--- config.mk ---
export PLATFORM = sky130hd
export DESIGN_NAME = batalha_naval_seq_flat
export DESIGN_NICKNAME = d
export VERILOG_FILES = /design/src/rtl/batalha_naval_seq_if.sv /design/src/rtl/batalha_naval_seq.sv /design/src/flat_wrapper.sv
export SDC_FILE = /design/constraint.sdc
export NUM_CORES = 1
export LEC_CHECK = 0
export BUFFER_PORTS_ARGS = -buffer_cell sky130_fd_sc_hd__buf_2
export CORE_MARGIN = 5
export CORE_UTILIZATION = 54
export DETAILED_ROUTE_END_ITERATION = 6
export GPL_TIMING_DRIVEN = 0
export PLACE_DENSITY = 0.78
export SLEW_MARGIN = 10
export SYNTH_ARGS = -nofsm -noshare
export SYNTH_HDL_FRONTEND = slang
export SYNTH_SLANG_ARGS = --single-unit
--- constraint.sdc ---
create_clock -name clk -period 2.2 [get_ports clk]
set_input_delay 0.11 -clock clk [delete_from_list [all_inputs] [get_ports clk]]
set_output_delay 0.11 -clock clk [all_outputs]
set_load 0.01 [all_outputs]
--- src/rtl/batalha_naval_seq_if.sv ---
// Handshake and status bundle for the battleship round.
// The master side (the player decoders) drives new_game, placements and shots.
// The slave side (the game core) drives readies, result pulses and status.
interface batalha_naval_seq_if #(
  parameter int unsigned POS_W     = 3,
  parameter int unsigned NUM_SHIPS = 2,
  parameter int unsigned MAX_SHOTS = 4
);
  localparam int unsigned SHOT_W = $clog2(MAX_SHOTS + 1);
  localparam int unsigned HIT_W  = $clog2(NUM_SHIPS + 1);

  logic              new_game;
  logic              place_valid;
  logic [POS_W-1:0]  place_pos;
  logic              place_ready;
  logic              place_err;
  logic              shot_valid;
  logic [POS_W-1:0]  shot_pos;
  logic              shot_ready;
  logic              hit;
  logic              miss;
  logic              dup;
  logic [SHOT_W-1:0] shots_left;
  logic [HIT_W-1:0]  hits_count;
  logic              done;
  logic              winner;

  modport master (
    output new_game, place_valid, place_pos, shot_valid, shot_pos,
    input  place_ready, place_err, shot_ready, hit, miss, dup,
    input  shots_left, hits_count, done, winner
  );

  modport slave (
    input  new_game, place_valid, place_pos, shot_valid, shot_pos,
    output place_ready, place_err, shot_ready, hit, miss, dup,
    output shots_left, hits_count, done, winner
  );
endinterface

--- src/rtl/batalha_naval_seq.sv ---
// Sequential battleship round: player 1 places NUM_SHIPS key-encoded ships,
// player 2 fires up to MAX_SHOTS shots, each scored hit/miss/dup.
// All outputs are driven from registers, never from the valid inputs.
module batalha_naval_seq #(
  parameter int unsigned      POS_W     = 3,
  parameter int unsigned      NUM_SHIPS = 2,
  parameter int unsigned      MAX_SHOTS = 4,
  parameter logic [POS_W-1:0] KEY       = '0
) (
  input logic                clk,
  input logic                rst,
  batalha_naval_seq_if.slave bus
);
  localparam int unsigned SW = $clog2(MAX_SHOTS + 1);
  localparam int unsigned HW = $clog2(NUM_SHIPS + 1);

  typedef enum logic [1:0] {StPlace, StPlay, StOver} state_e;

  state_e                          r_state, w_state_d;
  logic [NUM_SHIPS-1:0][POS_W-1:0] r_table, w_table_d;
  logic [NUM_SHIPS-1:0]            r_used, w_used_d;
  logic [NUM_SHIPS-1:0]            r_sunk, w_sunk_d;
  logic [HW-1:0]                   r_placed, w_placed_d;
  logic [SW-1:0]                   r_shots, w_shots_d;
  logic [HW-1:0]                   r_hits, w_hits_d;
  logic                            r_winner, w_winner_d;
  logic                            r_err, w_err_d;
  logic                            r_hit, w_hit_d;
  logic                            r_miss, w_miss_d;
  logic                            r_dup, w_dup_d;

  logic [POS_W-1:0]                w_place_enc;
  logic                            w_place_match;
  logic [NUM_SHIPS-1:0]            w_shot_match;

  // Table lookups: duplicate check for placements and ship match for shots.
  always_comb begin
    w_place_enc   = bus.place_pos ^ KEY;
    w_place_match = 1'b0;
    w_shot_match  = '0;
    for (int unsigned i = 0; i < NUM_SHIPS; i++) begin
      if (r_used[i] && (r_table[i] == w_place_enc)) w_place_match = 1'b1;
      w_shot_match[i] = r_used[i] && (r_table[i] == bus.shot_pos);
    end
  end

  // Next-state and scoring; new_game overrides any same-cycle transfer.
  always_comb begin
    w_state_d  = r_state;
    w_table_d  = r_table;
    w_used_d   = r_used;
    w_sunk_d   = r_sunk;
    w_placed_d = r_placed;
    w_shots_d  = r_shots;
    w_hits_d   = r_hits;
    w_winner_d = r_winner;
    w_err_d    = 1'b0;
    w_hit_d    = 1'b0;
    w_miss_d   = 1'b0;
    w_dup_d    = 1'b0;
    if (bus.new_game) begin
      w_state_d  = StPlace;
      w_table_d  = '0;
      w_used_d   = '0;
      w_sunk_d   = '0;
      w_placed_d = '0;
      w_shots_d  = SW'(MAX_SHOTS);
      w_hits_d   = '0;
      w_winner_d = 1'b0;
    end else begin
      unique case (r_state)
        StPlace: begin
          if (bus.place_valid) begin
            if (w_place_match) begin
              w_err_d = 1'b1;
            end else begin
              for (int unsigned i = 0; i < NUM_SHIPS; i++) begin
                if (HW'(i) == r_placed) begin
                  w_used_d[i]  = 1'b1;
                  w_table_d[i] = w_place_enc;
                end
              end
              w_placed_d = r_placed + HW'(1);
              if (r_placed == HW'(NUM_SHIPS - 1)) w_state_d = StPlay;
            end
          end
        end
        StPlay: begin
          if (bus.shot_valid && (r_shots != '0)) begin
            w_shots_d = r_shots - SW'(1);
            if (|(w_shot_match & ~r_sunk)) begin
              w_hit_d  = 1'b1;
              w_sunk_d = r_sunk | w_shot_match;
              w_hits_d = r_hits + HW'(1);
            end else if (|w_shot_match) begin
              w_dup_d = 1'b1;
            end else begin
              w_miss_d = 1'b1;
            end
            // Sinking the last ship wins even if it was also the last shot.
            if (w_hits_d == HW'(NUM_SHIPS)) begin
              w_state_d  = StOver;
              w_winner_d = 1'b1;
            end else if (w_shots_d == '0) begin
              w_state_d  = StOver;
              w_winner_d = 1'b0;
            end
          end
        end
        StOver:  ;
        default: w_state_d = StPlace;
      endcase
    end
  end

  // State and scoreboard registers.
  always_ff @(posedge clk or posedge rst) begin
    if (rst) begin
      r_state  <= StPlace;
      r_table  <= '0;
      r_used   <= '0;
      r_sunk   <= '0;
      r_placed <= '0;
      r_shots  <= SW'(MAX_SHOTS);
      r_hits   <= '0;
      r_winner <= 1'b0;
      r_err    <= 1'b0;
      r_hit    <= 1'b0;
      r_miss   <= 1'b0;
      r_dup    <= 1'b0;
    end else begin
      r_state  <= w_state_d;
      r_table  <= w_table_d;
      r_used   <= w_used_d;
      r_sunk   <= w_sunk_d;
      r_placed <= w_placed_d;
      r_shots  <= w_shots_d;
      r_hits   <= w_hits_d;
      r_winner <= w_winner_d;
      r_err    <= w_err_d;
      r_hit    <= w_hit_d;
      r_miss   <= w_miss_d;
      r_dup    <= w_dup_d;
    end
  end

  assign bus.place_ready = (r_state == StPlace);
  assign bus.shot_ready  = (r_state == StPlay);
  assign bus.done        = (r_state == StOver);
  assign bus.place_err   = r_err;
  assign bus.hit         = r_hit;
  assign bus.miss        = r_miss;
  assign bus.dup         = r_dup;
  assign bus.shots_left  = r_shots;
  assign bus.hits_count  = r_hits;
  assign bus.winner      = r_winner;
endmodule
--- src/flat_wrapper.sv ---
// flat-port wrapper written by rule: the top's interface ports become plain ports
module batalha_naval_seq_flat 
#(
  parameter int unsigned      POS_W     = 3,
  parameter int unsigned      NUM_SHIPS = 2,
  parameter int unsigned      MAX_SHOTS = 4,
  parameter logic [POS_W-1:0] KEY       = '0
)
  (clk, rst, bus_new_game, bus_place_valid, bus_place_pos, bus_shot_valid, bus_shot_pos, bus_place_ready, bus_place_err, bus_shot_ready, bus_hit, bus_miss, bus_dup, bus_shots_left, bus_hits_count, bus_done, bus_winner);
  batalha_naval_seq_if #(.POS_W(POS_W), .NUM_SHIPS(NUM_SHIPS), .MAX_SHOTS(MAX_SHOTS)) bus_i ();
  input logic clk;
  input logic rst;
  input wire logic [$bits(bus_i.new_game)-1:0] bus_new_game;
  input wire logic [$bits(bus_i.place_valid)-1:0] bus_place_valid;
  input wire logic [$bits(bus_i.place_pos)-1:0] bus_place_pos;
  input wire logic [$bits(bus_i.shot_valid)-1:0] bus_shot_valid;
  input wire logic [$bits(bus_i.shot_pos)-1:0] bus_shot_pos;
  output wire logic [$bits(bus_i.place_ready)-1:0] bus_place_ready;
  output wire logic [$bits(bus_i.place_err)-1:0] bus_place_err;
  output wire logic [$bits(bus_i.shot_ready)-1:0] bus_shot_ready;
  output wire logic [$bits(bus_i.hit)-1:0] bus_hit;
  output wire logic [$bits(bus_i.miss)-1:0] bus_miss;
  output wire logic [$bits(bus_i.dup)-1:0] bus_dup;
  output wire logic [$bits(bus_i.shots_left)-1:0] bus_shots_left;
  output wire logic [$bits(bus_i.hits_count)-1:0] bus_hits_count;
  output wire logic [$bits(bus_i.done)-1:0] bus_done;
  output wire logic [$bits(bus_i.winner)-1:0] bus_winner;
  assign bus_i.new_game = bus_new_game;
  assign bus_i.place_valid = bus_place_valid;
  assign bus_i.place_pos = bus_place_pos;
  assign bus_i.shot_valid = bus_shot_valid;
  assign bus_i.shot_pos = bus_shot_pos;
  assign bus_place_ready = bus_i.place_ready;
  assign bus_place_err = bus_i.place_err;
  assign bus_shot_ready = bus_i.shot_ready;
  assign bus_hit = bus_i.hit;
  assign bus_miss = bus_i.miss;
  assign bus_dup = bus_i.dup;
  assign bus_shots_left = bus_i.shots_left;
  assign bus_hits_count = bus_i.hits_count;
  assign bus_done = bus_i.done;
  assign bus_winner = bus_i.winner;
  batalha_naval_seq #(.POS_W(POS_W), .NUM_SHIPS(NUM_SHIPS), .MAX_SHOTS(MAX_SHOTS), .KEY(KEY)) u_core (.clk(clk), .rst(rst), .bus(bus_i));
endmodule
* After elaboration in Yosys (flattened, before gate mapping)
Index checks and enable logic that the tools add are counted.
Cells by class: multiply operators 0, eq/ne operators 16, reduce and logical (&&, ||, !) cells 26, order comparisons 0, bitwise gates (word level) 3, muxes and demuxes 63, div/mod/pow operators 0, shift-type cells 0, add/subtract/negate cells 3
Operators with widths (number):
- 2-bit two-way mux | 26
- 1-bit two-way mux | 27
- 6-bit two-way mux | 4
- 3-bit two-way mux | 5
- 2-bit nonzero test | 7
- 3-bit equality test | 4
- 3-bit AND reduction | 3
- 4-bit AND reduction | 2
- 3-bit by 2-bit != test with 1-bit output (second input constant) | 2
- 3-bit != test (second input constant) | 2
- 2-bit case mux with 3 select lines | 1
- 6-bit AND reduction | 1
- 3-bit nonzero test | 2
- 1-bit logical AND | 5
- 2-bit by 1-bit adder with 2-bit output (second input constant) | 2
- 2-bit by 1-bit equality test with 1-bit output (second input constant) | 2
- 2-bit equality test (second input constant) | 2
- 2-bit zero test | 2
- 2-bit != test (second input constant) | 2
- 4-bit by 2-bit != test with 1-bit output (second input constant) | 1
- 2-bit OR reduction | 2
- 3-bit zero test | 1
- 3-bit by 1-bit subtractor with 3-bit output (second input constant) | 1
- 2-bit AND | 1
- other kinds (4) | 4
Word-level totals: bits in registers 24, output and inout port bits 13, memory bits (writable) 0, input port bits 11, latch bits 0, memories 0, memory bits (read-only) 0, word-level logic and storage cells 125

* Longest topological paths before layout
Gate-level depths: netlist (run 1).
depth in word-level cells 13, gate-level depth with buffers 8, mapped depth without buffers 7

* Worst setup path after synthesis (run 1)
No wires, ideal clock.
kind reg2reg, from register u_core.r_shots[0], in the netlist u_core.bus.shots_left[0], to register u_core.r_winner, in the netlist u_core.bus.winner, clock period less this slack 1700 ps, path slack 500 ps, library setup time 82 ps, buffers on the path 0, stages on the path, launching flop included 7, required time 2118 ps, data arrival time 1618 ps, cells stage by stage dfrtp_1 inv_1 ha_1 nand2b_1 nand3_1 or3_2 a31oi_1
Between the ends: longest elaborated chain between the ends 4, elaborated cells on any way between the ends 7, classes of those cells add/sub (1); reduce/logical (6)
Ends and longest elaborated chain:
- start: declaration | line batalha_naval_seq.sv:24 | logic [SW-1:0] r_shots, w_shots_d;
- start signal: assignment | line batalha_naval_seq.sv:124 | r_shots <= SW'(MAX_SHOTS);
- start signal: assignment | line batalha_naval_seq.sv:137 | r_shots <= w_shots_d;
- 3-bit by 1-bit subtractor with 3-bit output / 3-bit nonzero test (equally long branches) | line batalha_naval_seq.sv:90, batalha_naval_seq.sv:89
- 3-bit zero test / 1-bit logical AND (equally long branches) | line batalha_naval_seq.sv:104, batalha_naval_seq.sv:89
- 3-bit nonzero test (no source line) / 2-bit nonzero test (equally long branches)
- 3-bit AND reduction (no source line) *
- end signal: assignment | line batalha_naval_seq.sv:139 | r_winner <= w_winner_d;
- end: declaration | line batalha_naval_seq.sv:26 | logic r_winner, w_winner_d;
Mark *: on every way between the ends. The rest lies on a longest branch, timed or not. A chain may end at the register's enable or synchronous reset.

* Final worst setup path (run 1)
from register u_core.r_shots[0], in the netlist u_core.bus.shots_left[0], to register u_core.r_state[1]
Between the ends: longest elaborated chain between the ends 4, elaborated cells on any way between the ends 7, classes of those cells add/sub (1); eq/ne (2); reduce/logical (4)
Ends and longest elaborated chain:
- 3-bit by 1-bit subtractor with 3-bit output / 3-bit nonzero test (equally long branches) | line batalha_naval_seq.sv:90, batalha_naval_seq.sv:89
- 3-bit zero test / 1-bit logical AND (equally long branches) | line batalha_naval_seq.sv:104, batalha_naval_seq.sv:89
- 4-bit by 2-bit != test with 1-bit output (no source line) / 3-bit by 2-bit != test with 1-bit output (equally long branches)
- 6-bit AND reduction (no source line) *
- end signal: assignment | line batalha_naval_seq.sv:119 | r_state <= StPlace;
- end signal: assignment | line batalha_naval_seq.sv:132 | r_state <= w_state_d;
- end: declaration | line batalha_naval_seq.sv:19 | state_e r_state, w_state_d;
Marked as above.

==> summary.txt, run 1 <==
Status
  – Status: finished clean

Clocking
  – Max clock buf depth: 2
  – Post-CTS sizing: 0
  – Num CTS Buffers: 3
  – Clk_lat worst skew: 0.32 ns
  – Clk sinks: 24
  – Clock root cell: clkbuf_4
  – TritonCTS clock tree: built
  – H-Tree Depth: 1
  – Worst-path clk slew: 0.13 ns

Floorplan
  – DIE WIDTH: 58.97 um
  – Initial Utilization: 0.5744
  – Core region area: 2255 um^2
  – IO Pins: 24
  – Die area: 3477 um^2
  – Die Ht: 58.97 um
  – FP Rows: 17

Power
  – Switching portion of total power: 0.3410
  – Cell-internal power: 0.7672 mW
  – Clock network fraction of design power: 0.205
  – Sw Pwr: 0.3970 mW
  – P_leak: 0.7071 nW
  – Comb pwr share: 0.326
  – Overall Power: 1.164 mW
  – Pwr dens: 783.2 nW/um^2
  – Max IR drop VDD: 495.1 uV
  – Sequential Power Share: 0.469

Setup path
  – Reg2reg setup slack: 0.36 ns
  – CP Data Arrival Time: 2.09 ns
  – Critical-path cell list: inv_1, ha_1, nand2b_1, nand3_1, or3_2, a31oi_1
  – CP Launch Type: flip-flop
  – CP max stage delay: 0.55 ns
  – Crit. End Element: flip-flop
  – Worst setup path category: flip-flop to flip-flop
  – R2r startpoint: u_core.bus.shots_left[0]$_DFFE_PP0P_
  – RR Endpoint: u_core.r_state[1]$_DFFE_PP0P_
  – Crit path buffers/inverters: 1
  – WP data required: 2.45 ns
  – CP max-delay cell: or3_2
  – R2R cell count: 6
  – Cell family with most CP delay: simple AND/OR/NAND/NOR gates
  – Crit-path max FO: 8

Synthesis
  – Largest area contributor in the netlist: dfrtp_1
  – Count of cell types in the netlist: 32
  – Mapped Nets: 144
  – Top cells by count, synth: dfrtp_1 (23), nor2_1 (18), xnor2_1 (15)
  – Register area share after synthesis: 0.4647
  – Most frequent cell after synthesis: dfrtp_1
  – Synthesized cell area: 1295 um^2
  – Synth Instances: 128
  – YS warnings: 0
  – Async S/R FF share, synth: 1.000
  – Synthesis-stage register bit count: 24
  – Area contributors post-synth: dfrtp_1 (44%), xnor2_1 (10%), mux2i_1 (6.2%), nor2_1 (5.2%), ha_1 (4.8%)
  – Primary FF master, synth: dfrtp_1
  – Area share of the largest cell type after synthesis: 0.4444
  – Synth Area per Inst: 10.12 um^2
  – EDFF count, synth: 0

STA
  – Setup-failing EPs final: 0
  – Worst-case clock skew: 0.001914 ns
  – RSZ-0062 raised after global routing: false
  – Final setup TNS: 0 ns
  – Worst Tran Pin Value: 0.9020 ns
  – Crit path time final: 1.836 ns
  – Final Hold Viols: 0
  – Fmax achieved: 544.8 MHz
  – Final worst-path cycle share: 0.8343
  – Slew margin rel.: 0.3980
  – Slew Viols, Final: 0

Finish
  – Area delta synth->final: 14.78%
  – Fillers: 197
  – Final nets: 172
  – Inserted Diodes: 0
  – Share of layout cells above drive strength 1: 0.2129

Hold path
  – Hold Path Origin: bus_place_valid
  – Min-Delay Path Class: input pin to flip-flop
  – Worst Hold Depth: 3
  – Worst Hold End: u_core.bus.place_err$_DFF_PP0_

Routing
  – Wirelength, routed: 2600 um
  – Detailed-route wire length per cell: 14.21 um
  – Iter 0 DRT Violations: 45
  – Vias/cell: 5.590
  – Antenna-violating nets left: 0
  – Vias: 1023
  – Iteration count of the initial detailed-routing pass: 4
  – DRC Markers: 0

GRT
  – Vias in the first global route: 967
  – Tot GR Track Use: 0.1587
  – First-pass GRT wire length: 4271 um
  – Initial antenna violation count: 0
  – GRT Residual Overflow: 0
  – Largest net degree at the start of global routing: 25

Flow run
  – Max-cap violations: 0

Placement
  – Number of port buffers: 22
  – Routability congestion estimate: 0.7778
  – HPWL Detailed: 1998 um
-- area by class of cell --
| class | count | area, um^2 | area share |
|---|---|---|---|
| sequential | 24 | 601.8 | 0.4049 |
| tap | 28 | 35.03 | 0.02357 |
| inverter | 8 | 30.03 | 0.02020 |
| buffer | 4 | 15.01 | 0.01010 |
| clock buffer | 4 | 36.28 | 0.02441 |
| timing repair buffer | 23 | 120.1 | 0.08081 |
| multi-input combinational | 92 | 648.1 | 0.4360 |
-- power groups by stage --
stage          sequential [mW]  combinational, mW  clock (mW)
3_3_place_gp             0.550              0.365           0
4_1_cts                  0.546              0.382       0.238
5_1_grt                  0.555              0.427       0.254
2_1_floorplan            0.553              0.277           0
3_5_place_dp             0.555              0.379           0
6_report                 0.546              0.379       0.239
-- cells in the final DEF, fill, tap and decap left out, drive strengths merged, types with 4 or more instances in the layout --
cell,netlist,layout
clkbuf,3,7
mux2i,8,8
nand3,4,4
buf,1,23
nor2,18,18
dfrtp,23,23
nand2,8,8
xnor2,15,15
nand4,6,6
inv,8,8
ha,5,5
-- registers in the layout, summed over array words and instances, names as in the netlist, 2 cells and up --
name                   flops
u_core.r_used              2
u_core.r_placed            2
u_core.bus.shots_left      3
u_core.bus.hits_count      2
u_core.r_state             2
u_core.r_sunk              2
u_core.r_table             6
-- per-stage QoR --
stage | util | worst slack, ns | hold slack, ns | instances | cell area [um^2]
2_1_floorplan | - | 0.4997 | 0.1239 | 128 | 1295
3_3_place_gp | 0.6387 | 0.4056 | 0.3286 | 178 | 1440
3_5_place_dp | 0.6387 | 0.3760 | 0.3385 | 178 | 1440
4_1_cts | 0.6593 | 0.3517 | 0.01289 | 183 | 1486
5_1_grt | 0.6593 | 0.1758 | 0.01047 | 183 | 1486
6_report | 0.6593 | 0.3645 | 0.005936 | 183 | 1486
-- cell families (layout without fill, tap and decap cells) --
logic type / Yosys count / in the layout / synth area share
compound gates: 12 / 12 / 0.07053
xor+xnor: 16 / 16 / 0.1082
fa+ha+maj: 5 / 5 / 0.04831
buf+inv: 12 / 39 / 0.03478
flops: 24 / 24 / 0.4647
mux: 9 / 9 / 0.07053
simple gates: 50 / 50 / 0.2029
-- layer usage --
| metal | GRT usage | part of all wire |
|---|---|---|
| met1 | 0.1942 | 0.41 |
| met2 | 0.2839 | 0.51 |
| met3 | 0.01961 | 0.069 |
| met4 | 0.05825 | 0.0073 |
| met5 | 0 | 0 |
-- worst min-delay path: cells and delay by family --
| family | cells | cell delay (ns) |
|---|---|---|
| AO/OA/AOI/OAI | 1 | 0.04 |
| buffers and inverters | 1 | 0.10 |
| AND/OR/NAND/NOR | 1 | 0.05 |
-- worst max path at each step --
stage                     slack (ns)  cells after the start                                  from                              endpoint
after detailed placement        0.38                      6  u_core.bus.shots_left[0]$_DFFE_PP0P_         u_core.r_state[1]$_DFFE_PP0P_
after CTS                       0.35                      6  u_core.bus.shots_left[0]$_DFFE_PP0P_         u_core.r_state[1]$_DFFE_PP0P_
after global placement          0.41                      6  u_core.bus.shots_left[0]$_DFFE_PP0P_         u_core.r_state[1]$_DFFE_PP0P_
final                           0.36                      6  u_core.bus.shots_left[0]$_DFFE_PP0P_         u_core.r_state[1]$_DFFE_PP0P_
after global routing            0.18                      7  u_core.bus.shots_left[0]$_DFFE_PP0P_  u_core.bus.hits_count[1]$_DFFE_PP0P_
after floorplan                 0.50                      6  u_core.bus.shots_left[0]$_DFFE_PP0P_         u_core.bus.winner$_DFFE_PP0P_
-- repair_timing --
| action | 4_1_cts | 5_1_grt |
|---|---|---|
| hold endpoints to repair | 23 | 0 |
| setup endpoints to repair | 0 | 0 |
| buffers inserted | 0 | 0 |
| hold buffers | 1 | 0 |
No activity file was read; power rests on OpenSTA's default activity.
==> inputs of run 2 (changes only) <==
Settings changed: CORE_ASPECT_RATIO from default to 2, CORE_UTILIZATION 54 to 49, PLACE_DENSITY 0.78 to 0.75.
Clock period 2.2 ns to 1.62 ns, I/O delays scaled along.
==> summary.txt, run 2 (same netlist as run 1, synthesis figures left out) <==
GRT
  – First-pass GRT wire length: 4629 um
  – Largest net degree at the start of global routing: 25
  – Vias in the first global route: 1071
  – Tot GR Track Use: 0.1690
  – Initial antenna violation count: 0
  – GRT Residual Overflow: 0

Routing
  – Wirelength, routed: 2948 um
  – Detailed-route wire length per cell: 15.35 um
  – Uppermost layer routed: met4
  – Vias: 1027
  – Met1 Wirelength: 1056 um
  – Iter 0 DRT Violations: 30
  – Iteration count of the initial detailed-routing pass: 4
  – DRC Markers: 0
  – Met2 wire length: 1743 um
  – Antenna-violating nets left: 0
  – Met3 wire len: 99 um
  – Vias/cell: 5.349

Power
  – Max IR drop VDD: 699.6 uV
  – P_leak: 0.7966 nW
  – Pwr dens: 1094 nW/um^2

Floorplan
  – IO Pins: 24
  – Core region area: 2537 um^2
  – Die Ht: 82.70 um
  – DIE WIDTH: 46.35 um
  – FP Rows: 26
  – Die area: 3833 um^2
  – Initial Utilization: 0.5104

STA
  – Crit path time final: 1.682 ns
  – Post-route setup slack: -0.06205 ns
  – Fmax achieved: 594.5 MHz
  – Slew margin rel.: 0.4054
  – Final setup TNS: -0.1477 ns
  – Final Hold Viols: 23
  – Slew Viols, Final: 0
  – Setup-failing EPs final: 3
  – Worst Tran Pin Value: 0.8909 ns
  – Final worst-path cycle share: 1.038
  – Worst-case clock skew: 0.006548 ns
  – Minimum hold slack: -0.01390 ns
  – RSZ-0062 raised after global routing: true

Clocking
  – TritonCTS clock tree: built
  – Worst-path clk slew: 0.08 ns
  – Clock root cell: clkbuf_8
  – Max clock buf depth: 2
  – Post-CTS Hold Buffers: 0
  – Clk_lat worst skew: 0.27 ns
  – H-Tree Depth: 1
  – Num CTS Buffers: 3
  – Clk sinks: 24

Finish
  – Area delta synth->final: 26.28%
  – Commonest non-fill, non-tap cells in the layout: dfrtp_1 (23), buf_2 (22), nor2_1 (18)
  – Final Non-Filler Cells: 192
  – Fin area: 1635 um^2
  – Most common cell after layout, fill and taps aside: dfrtp_1
  – Share of layout cells above drive strength 1: 0.3171
  – Inserted Diodes: 0
  – Final nets: 181
  – Largest reg by FF count: u_core.r_table
  – Core Util, Final: 0.6445
  – Largest register FFs: 6

Setup path
  – R2R cell count: 5
  – Worst setup path category: flip-flop to flip-flop
  – R2r startpoint: u_core.r_table[3]$_DFFE_PP0P_
  – RR Endpoint: u_core.r_state[1]$_DFFE_PP0P_
  – Crit. End Element: flip-flop
  – CP Data Arrival Time: 1.87 ns
  – Critical-path cell list: xnor2_2, nand4_2, o22ai_4, or3b_4, a31oi_1
  – Reg2reg setup slack: -0.06 ns
  – CP max stage delay: 0.43 ns
  – CP Launch Type: flip-flop
  – Crit-path max FO: 5
  – CP max-delay cell: dfrtp_1
  – WP data required: 1.81 ns

Placement
  – Number of port buffers: 22
  – Routability congestion estimate: 0.8092
  – Cell Area, Placed: 1450 um^2
  – Placed Instances: 178
  – HPWL Detailed: 2110 um
  – Dpl ws: -0.1221 ns

Status
  – Failing checks: hold timing, setup timing
  – Status: finished, violations left

Flow run
  – Max-cap violations: 0

Hold path
  – Min-Delay Path Class: input pin to asynchronous set/reset pin
run 2: how the worst max path moves through the flow:
stage	start	to	slack [ns]	cells past startpoint
2_1_floorplan	u_core.bus.shots_left[0]$_DFFE_PP0P_	u_core.bus.hits_count[1]$_DFFE_PP0P_	0.02	7
3_3_place_gp	u_core.r_table[4]$_DFFE_PP0P_	u_core.bus.winner$_DFFE_PP0P_	-0.06	5
3_5_place_dp	u_core.r_table[2]$_DFFE_PP0P_	u_core.r_state[1]$_DFFE_PP0P_	-0.12	5
4_1_cts	u_core.bus.shots_left[1]$_DFFE_PP0P_	u_core.bus.hits_count[1]$_DFFE_PP0P_	-0.02	6
5_1_grt	u_core.r_table[3]$_DFFE_PP0P_	u_core.r_state[0]$_DFFE_PP0P_	-0.16	6
6_report	u_core.r_table[3]$_DFFE_PP0P_	u_core.r_state[1]$_DFFE_PP0P_	-0.06	5
run 2: power breakdown:
group          switching (mW)  internal (mW)
clock network           0.190          0.217
registers              0.0677          0.676
logic                   0.336          0.302
total                   0.593           1.20
run 2: layout make-up:
class | instances | area [um^2]
buffer | 3 | 11.26
clock buffer | 4 | 55.05
fill | 203 | 902.1
inverter | 8 | 30.03
multi-input combinational | 92 | 709.4
sequential | 24 | 601.8
tap | 28 | 35.03
timing repair buffer | 33 | 192.7
run 2: routing by layer:
metal | up-vias | track usage
li1 | 502 | -
met1 | 497 | 0.1657
met2 | 23 | 0.3135
met3 | 5 | 0.03471
met4 | 0 | 0.08262
met5 | - | 0
run 2: critical path: cells and delay by family, from the launching register on:
| family | cells | cell delay, ns |
|---|---|---|
| AND/OR/NAND/NOR | 2 | 0.60 |
| flip-flops | 1 | 0.43 |
| AO/OA/AOI/OAI | 2 | 0.40 |
| XOR/XNOR | 1 | 0.18 |
run 2: timing repair:
action,4_1_cts,5_1_grt
setup endpoints to repair,4,11
pin swaps,4,3
gates cloned,0,0
buffers inserted,6,5
gates resized for setup,5,4
run 2: per-stage QoR:
stage | hold slack [ns] | total power, mW
floorplan | 0.09488 | 1.132
global placement | 0.2951 | 1.255
detailed placement | 0.3236 | 1.288
CTS | 0.03405 | 1.720
global route | 0.04132 | 1.890
finish | -0.01390 | 1.788
==> inputs of run 3 (changes only) <==
Settings changed: CORE_ASPECT_RATIO 2 to 0.5.
==> summary.txt, run 3 (same netlist as run 1, synthesis figures left out) <==
Hold path
  – Min-Delay Path Class: input pin to asynchronous set/reset pin

GRT
  – Vias in the first global route: 1027
  – Tot GR Track Use: 0.1600
  – Initial antenna violation count: 0
  – First-pass GRT wire length: 4491 um
  – GRT Residual Overflow: 0
  – Largest net degree at the start of global routing: 25

Routing
  – Iter 0 DRT Violations: 35
  – Vias/cell: 5.125
  – Vias: 1025
  – Antenna-violating nets left: 0
  – DRC Markers: 0
  – Wirelength, routed: 2764 um
  – Detailed-route wire length per cell: 13.82 um
  – Iteration count of the initial detailed-routing pass: 4

Finish
  – Largest reg by FF count: u_core.r_table
  – Commonest non-fill, non-tap cells in the layout: dfrtp_1 (23), buf_2 (22), nor2_1 (18)
  – Final nets: 180
  – Inserted Diodes: 0
  – Area delta synth->final: 30.05%
  – Core Util, Final: 0.6595
  – Register Area: 601.8 um^2
  – Area occupied by multi-input gates: 730.7 um^2
  – Share of layout cells above drive strength 1: 0.3313
  – Largest register FFs: 6
  – Most common cell after layout, fill and taps aside: dfrtp_1
  – Fillers: 213

Placement
  – HPWL Detailed: 1904 um
  – Routability congestion estimate: 0.7611
  – Number of port buffers: 22

Setup path
  – Crit. End Element: flip-flop
  – Worst setup path category: flip-flop to flip-flop
  – R2R cell count: 5
  – CP Launch Type: flip-flop
  – CP Data Arrival Time: 1.82 ns
  – WP data required: 1.81 ns
  – Crit-path max FO: 3

Clocking
  – Max clock buf depth: 2
  – Num CTS Buffers: 3
  – Clk sinks: 24
  – Clk_lat worst skew: 0.27 ns
  – Post-CTS Hold Buffers: 0
  – Worst-path clk slew: 0.09 ns
  – TritonCTS clock tree: built
  – H-Tree Depth: 1
  – Clock root cell: clkbuf_8

STA
  – Final worst-path cycle share: 1.006
  – Slew Viols, Final: 0
  – Setup-failing EPs final: 1
  – Post-route setup slack: -0.01045 ns
  – Worst-case clock skew: 0.009109 ns
  – Slew margin rel.: 0.3841
  – Crit path time final: 1.630 ns
  – Fmax achieved: 613.3 MHz
  – RSZ-0062 raised after global routing: true
  – Worst Tran Pin Value: 0.9228 ns
  – Minimum hold slack: -0.005611 ns
  – Final Hold Viols: 4

Power
  – P_leak: 0.8161 nW
  – Pwr dens: 1133 nW/um^2
  – Max IR drop VDD: 485.3 uV

Floorplan
  – Core region area: 2554 um^2
  – DIE WIDTH: 82.70 um
  – IO Pins: 24
  – Die Ht: 46.35 um
  – Initial Utilization: 0.5071
  – Die area: 3833 um^2
  – FP Rows: 13

Status
  – Status: finished, violations left
  – Failing checks: hold timing, setup timing

Flow run
  – Max-cap violations: 0
[run 3: metal layers]
| layer | routed length [um] | GRT usage | up-vias |
|---|---|---|---|
| met2 | 1396 | 0.2866 | 21 |
| met3 | 132 | 0.04492 | 6 |
| met4 | 56 | 0.04886 | 0 |
| met5 | 0 | 0 | - |
| met1 | 1179 | 0.1898 | 500 |
| li1 | - | - | 498 |
[run 3: cell type report]
class | instances | share of cell area
timing repair buffer | 32 | 0.1144
inverter | 8 | 0.01783
sequential | 24 | 0.3574
clock inverter | 1 | 0.01783
multi-input combinational | 92 | 0.4339
buffer | 3 | 0.006686
tap | 37 | 0.02749
clock buffer | 3 | 0.02452
[run 3: repair_timing]
action                     in CTS  in global routing
buffers inserted                6                  4
pin swaps                       6                 13
setup endpoints to repair       3                 12
resized for setup               5                  9
[run 3: worst max-delay path, stage by stage, from the launching register on]
cell	delay (ns)
dfrtp_1	0.44
xnor2_2	0.18
nand4_2	0.17
o22ai_4	0.21
or3b_4	0.41
a31oi_2	0.15
[run 3: worst paths after layout]
check	slack (ns)	start	to
max in group asynchronous	1.05	rst	u_core.r_table[4]$_DFFE_PP0P_
max	-0.01	u_core.r_table[5]$_DFFE_PP0P_	u_core.r_state[1]$_DFFE_PP0P_
min in group clk	0.04	bus_place_valid	u_core.bus.place_err$_DFF_PP0_
max reg2reg	-0.01	u_core.r_table[5]$_DFFE_PP0P_	u_core.r_state[1]$_DFFE_PP0P_
min reg2reg	0.54	u_core.r_placed[1]$_DFFE_PP0P_	u_core.r_placed[1]$_DFFE_PP0P_
min	-0.006	rst	u_core.bus.shots_left[0]$_DFFE_PP0P_
[run 3: where the power goes]
part	internal (mW)	switching, mW	total [mW]	leakage (nW)
combinational	0.306	0.326	0.633	0.454
clock	0.331	0.202	0.533	0.0357
sequential	0.676	0.0670	0.743	0.326
total	1.31	0.596	1.91	0.816
[run 3: through the flow]
step / worst slack (ns) / cells / instance area, um^2 / total power, mW / setup TNS (ns)
after global placement: -0.09668 / 187 / 1461 / 1.255 / -0.1539
after floorplan: 0.02259 / 128 / 1305 / 1.132 / 0
after CTS: -0.04598 / 196 / 1604 / 1.850 / -0.04598
after global routing: -0.09558 / 200 / 1684 / 2.031 / -0.6295
final: -0.01045 / 200 / 1684 / 1.908 / -0.01045
after detailed placement: -0.1661 / 187 / 1461 / 1.274 / -0.3131
